--- src/rtl/spi_slave.sv ---
// SPI slave: oversampled SCLK/SS_N/MOSI, all four CPOL/CPHA modes,
// LSB-first words, single-entry host TX buffer and RX strobe interface.
module spi_slave #(
    parameter int DATA_WIDTH  = 8,
    parameter int SYNC_STAGES = 2
) (
    input  logic                  CLK,
    input  logic                  RST,
    input  logic                  CPOL_IN,
    input  logic                  CPHA_IN,
    input  logic                  SCLK,
    input  logic                  SS_N,
    input  logic                  MOSI,
    output logic                  MISO,
    output logic                  MISO_OE,
    input  logic [DATA_WIDTH-1:0] TX_DATA,
    input  logic                  TX_LOAD,
    output logic                  TX_EMPTY,
    output logic [DATA_WIDTH-1:0] RX_DATA,
    output logic                  RX_VALID,
    output logic                  FRAME_ERR,
    output logic                  BUSY
);

    localparam int CW = $clog2(DATA_WIDTH + 1);

    typedef enum logic {IDLE, ACTIVE} state_t;

    // synchronizer chains and previous synced values for edge detection
    logic [SYNC_STAGES-1:0] sclk_sync_q, ss_sync_q, mosi_sync_q;
    logic                   sclk_prev_q, ss_prev_q;
    logic                   sclk_s, ss_s, mosi_s;

    // frame state
    state_t                 state_q, state_d;
    logic                   cpol_q, cpol_d;
    logic                   cpha_q, cpha_d;
    logic [DATA_WIDTH-1:0]  shift_q, shift_d;
    logic [DATA_WIDTH-1:0]  tx_buf_q, tx_buf_d;
    logic                   tx_empty_q, tx_empty_d;
    logic [CW-1:0]          bit_cnt_q, bit_cnt_d;
    logic                   sampled_q, sampled_d;
    logic                   sample_bit_q, sample_bit_d;
    logic [DATA_WIDTH-1:0]  rx_data_q, rx_data_d;
    logic                   rx_valid_q, rx_valid_d;
    logic                   frame_err_q, frame_err_d;

    logic                   ss_fall, ss_rise, lead_edge, trail_edge;
    logic                   sample_edge, shift_edge, last_bit;
    logic [DATA_WIDTH-1:0]  shifted;

    assign sclk_s  = sclk_sync_q[SYNC_STAGES-1];
    assign ss_s    = ss_sync_q[SYNC_STAGES-1];
    assign mosi_s  = mosi_sync_q[SYNC_STAGES-1];

    assign ss_fall = ss_prev_q & ~ss_s;
    assign ss_rise = ~ss_prev_q & ss_s;

    // leading edge leaves the idle level captured at select, trailing returns to it
    assign lead_edge   = (sclk_prev_q == cpol_q) && (sclk_s != cpol_q);
    assign trail_edge  = (sclk_prev_q != cpol_q) && (sclk_s == cpol_q);
    assign sample_edge = cpha_q ? trail_edge : lead_edge;
    assign shift_edge  = cpha_q ? lead_edge  : trail_edge;

    assign shifted  = {sample_bit_q, shift_q[DATA_WIDTH-1:1]};
    assign last_bit = (bit_cnt_q == CW'(DATA_WIDTH - 1));

    // bring the asynchronous SPI pins into the CLK domain
    always_ff @(posedge CLK) begin
        if (RST) begin
            sclk_sync_q <= '0;
            ss_sync_q   <= '1;
            mosi_sync_q <= '0;
            sclk_prev_q <= 1'b0;
            ss_prev_q   <= 1'b1;
        end else begin
            sclk_sync_q <= {sclk_sync_q[SYNC_STAGES-2:0], SCLK};
            ss_sync_q   <= {ss_sync_q[SYNC_STAGES-2:0], SS_N};
            mosi_sync_q <= {mosi_sync_q[SYNC_STAGES-2:0], MOSI};
            sclk_prev_q <= sclk_s;
            ss_prev_q   <= ss_s;
        end
    end

    // frame and datapath registers
    always_ff @(posedge CLK) begin
        if (RST) begin
            state_q      <= IDLE;
            cpol_q       <= 1'b0;
            cpha_q       <= 1'b0;
            shift_q      <= '0;
            tx_buf_q     <= '0;
            tx_empty_q   <= 1'b1;
            bit_cnt_q    <= '0;
            sampled_q    <= 1'b0;
            sample_bit_q <= 1'b0;
            rx_data_q    <= '0;
            rx_valid_q   <= 1'b0;
            frame_err_q  <= 1'b0;
        end else begin
            state_q      <= state_d;
            cpol_q       <= cpol_d;
            cpha_q       <= cpha_d;
            shift_q      <= shift_d;
            tx_buf_q     <= tx_buf_d;
            tx_empty_q   <= tx_empty_d;
            bit_cnt_q    <= bit_cnt_d;
            sampled_q    <= sampled_d;
            sample_bit_q <= sample_bit_d;
            rx_data_q    <= rx_data_d;
            rx_valid_q   <= rx_valid_d;
            frame_err_q  <= frame_err_d;
        end
    end

    // next-state: select/deselect handling, sample/shift, word completion, TX buffer
    always_comb begin
        logic completing;
        state_d      = state_q;
        cpol_d       = cpol_q;
        cpha_d       = cpha_q;
        shift_d      = shift_q;
        tx_buf_d     = tx_buf_q;
        tx_empty_d   = tx_empty_q;
        bit_cnt_d    = bit_cnt_q;
        sampled_d    = sampled_q;
        sample_bit_d = sample_bit_q;
        rx_data_d    = rx_data_q;
        rx_valid_d   = 1'b0;
        frame_err_d  = 1'b0;
        completing   = 1'b0;

        case (state_q)
            IDLE: begin
                if (ss_fall) begin
                    cpol_d     = CPOL_IN;
                    cpha_d     = CPHA_IN;
                    shift_d    = tx_empty_q ? '0 : tx_buf_q;
                    tx_empty_d = 1'b1;
                    bit_cnt_d  = '0;
                    sampled_d  = 1'b0;
                    state_d    = ACTIVE;
                end
            end
            ACTIVE: begin
                if (sample_edge) begin
                    sample_bit_d = mosi_s;
                    sampled_d    = 1'b1;
                end else if (shift_edge && sampled_q) begin
                    sampled_d = 1'b0;
                    if (last_bit) begin
                        // word done: publish it and queue the next TX word if any
                        completing = 1'b1;
                        rx_data_d  = shifted;
                        rx_valid_d = 1'b1;
                        bit_cnt_d  = '0;
                        shift_d    = tx_empty_q ? shifted : tx_buf_q;
                        tx_empty_d = 1'b1;
                    end else begin
                        shift_d   = shifted;
                        bit_cnt_d = bit_cnt_q + CW'(1);
                    end
                end
                if (ss_rise) begin
                    state_d = IDLE;
                    if (!completing) begin
                        frame_err_d = (bit_cnt_q != '0) || sampled_q;
                        bit_cnt_d   = '0;
                        sampled_d   = 1'b0;
                    end
                end
            end
            default: state_d = IDLE;
        endcase

        // a host load always lands in the buffer after any consumption this cycle
        if (TX_LOAD) begin
            tx_buf_d   = TX_DATA;
            tx_empty_d = 1'b0;
        end
    end

    assign MISO      = shift_q[0];
    assign MISO_OE   = (state_q == ACTIVE);
    assign BUSY      = (state_q == ACTIVE);
    assign TX_EMPTY  = tx_empty_q;
    assign RX_DATA   = rx_data_q;
    assign RX_VALID  = rx_valid_q;
    assign FRAME_ERR = frame_err_q;

endmodule

--- config.mk ---
export PLATFORM = sky130hd
export DESIGN_NAME = spi_slave
export DESIGN_NICKNAME = d
export VERILOG_FILES = /design/src/rtl/spi_slave.sv
export SDC_FILE = /design/constraint.sdc
export NUM_CORES = 1
export LEC_CHECK = 0
export ABC_AREA = 1
export BUFFER_PORTS_ARGS = -buffer_cell sky130_fd_sc_hd__buf_4
export CAP_MARGIN = 20
export CORE_AREA = 2 2 107 68
export CTS_CLUSTER_DIAMETER = 200
export DETAILED_ROUTE_END_ITERATION = 8
export DIE_AREA = 0 0 109 70
export PLACE_DENSITY = 0.55
export SYNTH_ARGS = -nofsm -noshare
export SYNTH_HDL_FRONTEND = slang
export SYNTH_SLANG_ARGS = --single-unit
--- constraint.sdc ---
create_clock -name CLK -period 1.7 [get_ports CLK]
set_clock_uncertainty 0.05 [all_clocks]
set_input_delay 0.085 -clock CLK [delete_from_list [all_inputs] [get_ports CLK]]
set_output_delay 0.085 -clock CLK [all_outputs]
set_load 0.01 [all_outputs]
==> reports/results.txt, run 1 <==
The tool flagged a number of max-cap violations equal to 0. The first global-routing pass estimated 7.51 mm of wire. For this design, the sink count on the clock tree is 44. Post-detailed-placement cell area: 2280 sq um. The element type at the critical path end is a flop.

The most frequent cell on the critical path was nand2_1. The detail route stage leaves a number of antenna-violating nets equal to 0. The part of the cycle the worst path needs works out to 93.1%.

For the final count of negative-setup-slack endpoints, the log shows 0. The clock root buffer is clkbuf_8. Counting cells, the worst reg-to-reg path comes to 10. Count of endpoints failing hold in the final timing report: 0. In the final routed layout, each cell accounts on average for 12.0 um. Measured along the y axis, the die boundary spans 70 um. Data arrives at the worst endpoint at 1.77 ns. The internal power of the cells was 1.63 mW; the final RePlAce weighted congestion was 0.861. The ratio of routed vias to standard cells came out at 4.46. After the first detailed-routing iteration, the DRC count stood at 80. The worst hold path was traced through 3 stages. The logs give 6820 sq um for the core box area and 0.333 mV for the largest vdd supply drop.

Detailed placement finished with a half-perimeter wire length of 3.41 mm. The worst pin sits at a relative slew slack of 69.7%. The clock passes through at most 2 buffers. By area the synthesized netlist is led by dfxtp_1 46%, nand2_1 9.7%, inv_1 7.4%.

The routed design could run at a clock period as short as 1.58 ns. The number of filler cells placed in the layout came out at 714. After synthesis the netlist holds a flip-flop and latch count of 44. The total leakage power came out at 1.08 nW. The power per unit of standard cell area was 900 nW/um^2. Summed over all nets, the switching power comes to 0.568 mW. The clock network burns 37.3% of the power. Global routing consumed, over all layers together, 12.9% of the routing resources.

Sequential cells burn 50.1% of the power. The maximum number of pins on one net before global-route repair came out at 22. The average instance in the mapped netlist occupies 7.45 sq um. The type of the worst setup path was reg2reg. After synthesis the cells add up to 1930 sq um. Compared with the post-synthesis result, the final layout area differs by 26.7%.

The insertion delay to the later sink of the worst-skew pair was 0.29 ns. The run finished with clean final reports. The clock transition at the register clock pins on the worst setup and hold paths after CTS works out to 0.09 ns.

The cell family contributing the most delay on the critical path is simple AND/OR/NAND/NOR gates. The horizontal die dimension is 109 um. Combinational logic burns 12.6% of the power. Worst-path cell with the longest stage delay: dfxtp_2. The path class of the tightest hold or removal check is in2reg.

For the die outline area, the log shows 7630 sq um. Based on the critical path, the design can be clocked at up to 0.632 GHz. The synthesized design contains 0 enable-type register cells. The repair_antennas step left the layout with diodes totalling 0. The number of global-route vias before repair came out at 1542.

The count of buffers added on input and output ports is 29. The tools report the final core utilization as 35.8%. The share of the Yosys chip area taken by registers is 45.7%. The tools report the required arrival time at the worst endpoint as 1.88 ns. The buffering stage count on the worst path with inverters included came out at 2. During I/O placement, the number of pins put on the boundary was 30. Of the cells placed in the final design, the portion with a size suffix greater than 1 is 20.9%. The worst stage delay on the critical path came out at 0.36 ns.

The detailed-route via count was 1732. For this run, the leading register cell type out of synthesis is dfxtp_1. After detailed routing, the number of remaining DRC violations is 0.

The net count of the finished layout is 314. The logs give 0 for the number of antenna violations at the first check in global routing and 0 for the number of warnings printed during yosys synthesis. The register area is 882 sq um, and the iteration count of the initial detailed-routing pass is 4. The final instance area is 2440 sq um. The signal on the critical path passes through inv_2 -> nand2_1 -> nand2_1 -> nand2_1 -> nand2_1 -> nand2_2 -> nor2_8 -> buf_4 -> nand4_1 -> a21oi_1. CTS built an H-tree with a depth of 2. TritonCTS built the clock tree.

The tools report the worst hold margin as 0.00998 ns. For this run, asynchronously set or reset flops after synthesis account for 0%. The count of pins over their slew limit is 0, and the buffer count from post-CTS setup fixing is 0. Along the worst path, the maximum fanout reaches 7. STA classifies the critical path startpoint as a flop.

Net switching is 25.8% of the power. The tools report the number of buffers created by CTS as 5. The biggest area contributor in the post-synthesis netlist is dfxtp_1.

The total grt overflow is 0, and the synthesized netlist net count is 277. Counting buffers and inverters, the worst setup path is 10 cells deep. The wire length after detailed routing was 4.65 mm; the share of the synthesized area in the top cell type was 45.7%. The number of different library cells used by synthesis comes to 32. At the pin with the least slew margin, the transition time is 0.453 ns. The run gives 28.3% as the initial standard-cell utilization of the core.

After technology mapping, the gate count stands at 259. The multi-input combinational cells in the finished layout cover a total of 863 sq um. The floorplan has 24 rows.
[registers in the layout, summed over array words and instances, names as in the netlist]
signal,cells
BUSY,1
FRAME_ERR,1
RX_DATA,8
RX_VALID,1
TX_EMPTY,1
bit_cnt_q,4
cpha_q,1
cpol_q,1
mosi_sync_q,2
sample_bit_q,1
sampled_q,1
sclk_prev_q,1
sclk_sync_q,2
shift_q,8
ss_prev_q,1
ss_sync_q,2
tx_buf_q,8
[timing repair]
item | in CTS | in global routing
hold buffers | 3 | 0
hold endpoints to repair | 3 | 0
gates resized for setup | 0 | 7
endpoints found under the setup margin | 0 | 8
[metal layers]
metal  track usage, %  vias up  share of wire (%)
met2             17.8       40                 39
met1             19.4      778                 54
met3             3.73        2                6.1
met4             2.99        0               0.45
met5                0        -                  0
li1                 -      912                  -
[synthesized netlist by cell type (2+ instances only)]
master,count
inv_1,38
or2_2,2
clkbuf_1,5
buf_4,2
buf_2,2
o22ai_1,8
o21ai_0,15
dfxtp_1,44
nand3_1,11
a21oi_1,21
ha_1,2
o21ai_1,3
nor3_1,2
nand2_1,50
nand4_1,10
nor2_1,27
nand3_2,2
[cells by family after synthesis]
kind of cell,synth area share [%]
fa+ha+maj,1.30
buf+inv,10.4
flops,45.7
simple gates,27.8
compound gates,14.4
xor+xnor,0.454
[worst register-to-register path, stage by stage (launching register included)]
cell and delay [ns]:
dfxtp_2 0.36, inv_2 0.09, nand2_1 0.05, nand2_1 0.07, nand2_1 0.07, nand2_1 0.07
nand2_2 0.09, nor2_8 0.19, buf_4 0.18, nand4_1 0.13, a21oi_1 0.16
[power by group through the flow]
stage,sequential (mW),combinational (mW),clock [mW]
floorplan,1.12,0.176,0
global placement,1.12,0.263,0
detailed placement,1.12,0.266,0
CTS,1.10,0.273,0.846
global route,1.11,0.315,0.880
finish,1.10,0.277,0.821
[metrics by stage]
step,TNS [ns],instances,setup WS [ns],power [mW]
floorplan,0,259,0.250,1.30
finish,0,388,0.117,2.20
CTS,0,388,0.0287,2.22
global placement,0,377,0.0903,1.39
detailed placement,0,377,0.0705,1.39
global route,-0.00158,388,-0.00158,2.30
[area by class of cell]
cell class,instances,area share [%]
clock buffer,5,2.82
timing repair buffer,40,13.1
multi-input combinational,166,35.3
tap,91,4.66
inverter,39,6.09
sequential,44,36.1
clock inverter,3,1.89
[cells in the final DEF (no fill, tap or decap), types with 2 or more instances in the layout]
cell,instances
buf_4,36
nand2_1,49
nand3_2,2
o22ai_1,8
a21oi_1,21
nor2_2,3
dfxtp_1,43
or2_2,2
inv_1,37
dlygate4sd3_1,3
o21ai_1,3
nand3_1,11
nor2_1,25
clkbuf_8,5
nand4_1,10
o21ai_0,15
ha_1,2
nand2_2,2
nor3_1,2
[path summary, 6_finish.rpt]
check | slack, ns | endpoint | start
max reg2reg | 0.12 | RX_DATA[3] | cpol_q
max | 0.12 | RX_DATA[3] | cpol_q
min | 0.01 | tx_buf_q[0] | TX_DATA[0]
min reg2reg | 0.35 | sclk_sync_q[1] | sclk_sync_q[0]
No activity file was read; power rests on OpenSTA's default activity.
==> run 2, diff against run 1 <==
--- a/config.mk
+++ b/config.mk
@@ -13,6 +13,7 @@
 export DETAILED_ROUTE_END_ITERATION = 8
 export DIE_AREA = 0 0 109 70
 export PLACE_DENSITY = 0.55
+export SETUP_SLACK_MARGIN = 0.3
 export SYNTH_ARGS = -nofsm -noshare
 export SYNTH_HDL_FRONTEND = slang
 export SYNTH_SLANG_ARGS = --single-unit
==> reports/results.txt, run 2 (same netlist as run 1, synthesis figures left out) <==
The type of the worst setup path is reg2reg (unchanged). The share of power burned in combinational logic is 13.8% (was 12.6%), and the ratio of routed vias to standard cells is 4.51 (was 4.46). The total net switching power came out at 0.586 mW (was 0.568 mW). The iteration count of the initial detailed-routing pass was 4 (unchanged). The number of nets still failing antenna checks after routing was 0 (unchanged); the worst slew margin relative to its limit was 70.9% (was 69.7%). For the final RePlAce weighted congestion, the log shows 0.860 (was 0.861). For the worst setup slack after layout, the log shows 0.183 ns (was 0.117 ns).

The violation count after the first detailed-routing iteration was 113 (was 80); the final instance area was 2610 sq um (was 2440 sq um). Clock root buffer: clkbuf_8 (unchanged). The wire length after detailed routing was 4.98 mm (was 4.65 mm); the relative contribution of sequential cells to total power was 49.6% (was 50.1%). The proportion of layout cells with a drive suffix above 1 was 31.3% (was 20.9%); the number of max-capacitance violations reported was 0 (unchanged). The count of pins over their slew limit was 0 (unchanged); the post-route minimum period was 1.52 ns (was 1.58 ns). Setup repair after global routing could not meet its margin everywhere. The logs give 0.18 ns (was 0.12 ns) for the setup slack on the worst flop-to-flop path and 0 (unchanged) for the final count of negative-setup-slack endpoints. The part of the cycle the worst path needs was 89.2% (was 93.1%); the horizontal die dimension was 109 um (unchanged). The clock network fraction of total power is 36.6% (was 37.3%), and the wire length of the first global-routing pass is 7.93 mm (was 7.51 mm). The internal power of the cells is 1.64 mW (was 1.63 mW). The site row count is 24 (unchanged), and the proportion of total power due to net switching is 26.4% (was 25.8%). The number of buffers created by CTS was 5 (unchanged).

The overall die height works out to 70 um (unchanged). The final standard cell count with taps included and fillers excluded is 395 (was 388), and the highest achievable clock rate is 0.659 GHz (was 0.632 GHz). For the core box area, the log shows 6820 sq um (unchanged). The total inserted antenna cells was 0 (unchanged); the total number of nets in the final design was 321 (was 314). The tools report the maximum number of pins on one net before global-route repair as 22 (unchanged). The flow ran to the end, and the final reports show no timing, DRC or antenna violations.

The power per unit of standard cell area is 853 nW/um^2 (was 900 nW/um^2), and the clock transition at the register clock pins on the worst setup and hold paths after CTS is 0.09 ns (about the same). The average wire per cell in the routed design was 12.6 um (was 12.0 um). The tools report the number of antenna violations at the first check in global routing as 0 (unchanged). The total grt overflow is 0 (unchanged). The run gives 13.9% (was 12.9%) as the overall fraction of global-route tracks in use.

The logs give 44 (unchanged) for the TritonCTS sink count and 7630 sq um (unchanged) for the die outline area. The arrival time at the worst endpoint was 1.67 ns (was 1.77 ns); the number of global-route vias before repair was 1579 (was 1542). TritonCTS built the clock tree.

The run gives 0.31 ns (was 0.29 ns) as the insertion delay to the later sink of the worst-skew pair. The logs give 0.380 mV (was 0.333 mV) for the largest vdd supply drop and 1.86 ns (was 1.88 ns) for the required arrival time at the worst endpoint. Highest-count cells in the layout ignoring fill and taps: 40 x dfxtp_1, 40 x buf_4, 38 x nand2_1, 35 x inv_1, 24 x nor2_1 (was 49 x nand2_1, 43 x dfxtp_1, 37 x inv_1, 36 x buf_4, 25 x nor2_1). The number of I/O port buffers is 29 (unchanged), and the number of buffers on the longest clock path is 2 (unchanged). For the DRC violations left, the log shows 0 (unchanged).

The detailed-route via count was 1780 (was 1732). Count of endpoints failing hold in the final timing report: 0 (unchanged). Top-level I/O count: 30 (unchanged). The element type at the critical path end is a flop (unchanged). The tools report the setup TNS as 0 ns (unchanged).

The type of the worst min-delay path is in2reg (unchanged). Total leakage power: 1.15 nW (was 1.08 nW). The maximum fanout encountered on the critical timing path came out at 6 (was 7). The slew at the pin with the worst max-slew slack is 0.436 ns (was 0.453 ns).

Layout overhead on the synthesized area: 35.1% (was 26.7%). The initial standard-cell utilization of the core was 28.3% (unchanged). The run gives 2 (unchanged) as the number of H-tree levels. The nature of the critical path startpoint is a flop (unchanged). The logs give 376 (was 377) for the placed cell count and 3.45 mm (was 3.41 mm) for the sum of net half-perimeters after detailed placement. The post-detailed-placement cell area is 2270 sq um (was 2280 sq um), and the worst setup timing slack at the placement stage is 0.0779 ns (was 0.0705 ns).
[run 2: cell count changes in the layout (fill, tap and decap cells not counted), sizes merged]
cell         previous run  this run
buf                    37        42
clkbuf                  5         6
clkinv                  0         1
clkinvlp                1         0
dlygate4sd3             3         4
inv                    40        39
nand3                  14        15
[run 2: worst paths after layout]
check                               startpoint        endpoint  depth (start not counted)
worst min-delay path                TX_DATA[1]     tx_buf_q[1]                          3
worst min register to register  sclk_sync_q[0]  sclk_sync_q[1]                          2
worst max register to register          cpol_q    bit_cnt_q[1]                         11
worst max-delay path                    cpol_q    bit_cnt_q[1]                         11
[run 2: per-layer routing]
layer,track usage [%],wire [um],up-vias
li1,-,-,930
met1,21.2,2630,806
met2,17.7,2040,40
met3,4.67,261,4
met4,4.70,49,0
met5,0,0,-
[run 2: per-stage QoR]
stage | hold slack (ns) | utilization, % | total power, mW
after floorplan | 0.107 | - | 1.30
after global placement | 0.219 | 33.2 | 1.38
after detailed placement | 0.223 | 33.2 | 1.39
after CTS | 0.00103 | 36.5 | 2.21
after global routing | 0.00881 | 38.3 | 2.34
final | 0.00153 | 38.3 | 2.22
[run 2: final cells by class]
type	instances	area [sq um]
Tap cell	91	114
Sequential cell	44	891
Fill cell	708	4210
Clock buffer	6	72.6
Inverter	39	151
Clock inverter	2	35.0
Multi-Input combinational cell	167	981
Timing Repair Buffer	46	363
[run 2: power by group through the flow]
stage	registers, mW	logic [mW]	clock network (mW)
4_1_cts	1.10	0.277	0.830
2_1_floorplan	1.12	0.178	0
3_5_place_dp	1.12	0.262	0
6_report	1.10	0.307	0.813
5_1_grt	1.11	0.345	0.883
3_3_place_gp	1.12	0.258	0
[run 2: worst max-delay path: stages, from the launching register on]
cell     delay (ns)
dfxtp_4        0.37
inv_4          0.07
nand2_1        0.05
nand2_1        0.07
nand2_1        0.07
nand2_2        0.09
nand2_4        0.07
nor2_8         0.15
nand2_4        0.11
buf_4          0.15
o21ai_2        0.11
nor2_1         0.06
[run 2: what timing repair did]
item,in CTS,in global routing
pin swaps,6,18
hold buffers,4,0
endpoints found under the hold margin,4,0
endpoints found under the setup margin,21,27
resized for setup,7,37
setup buffers,5,1
cloned,1,0
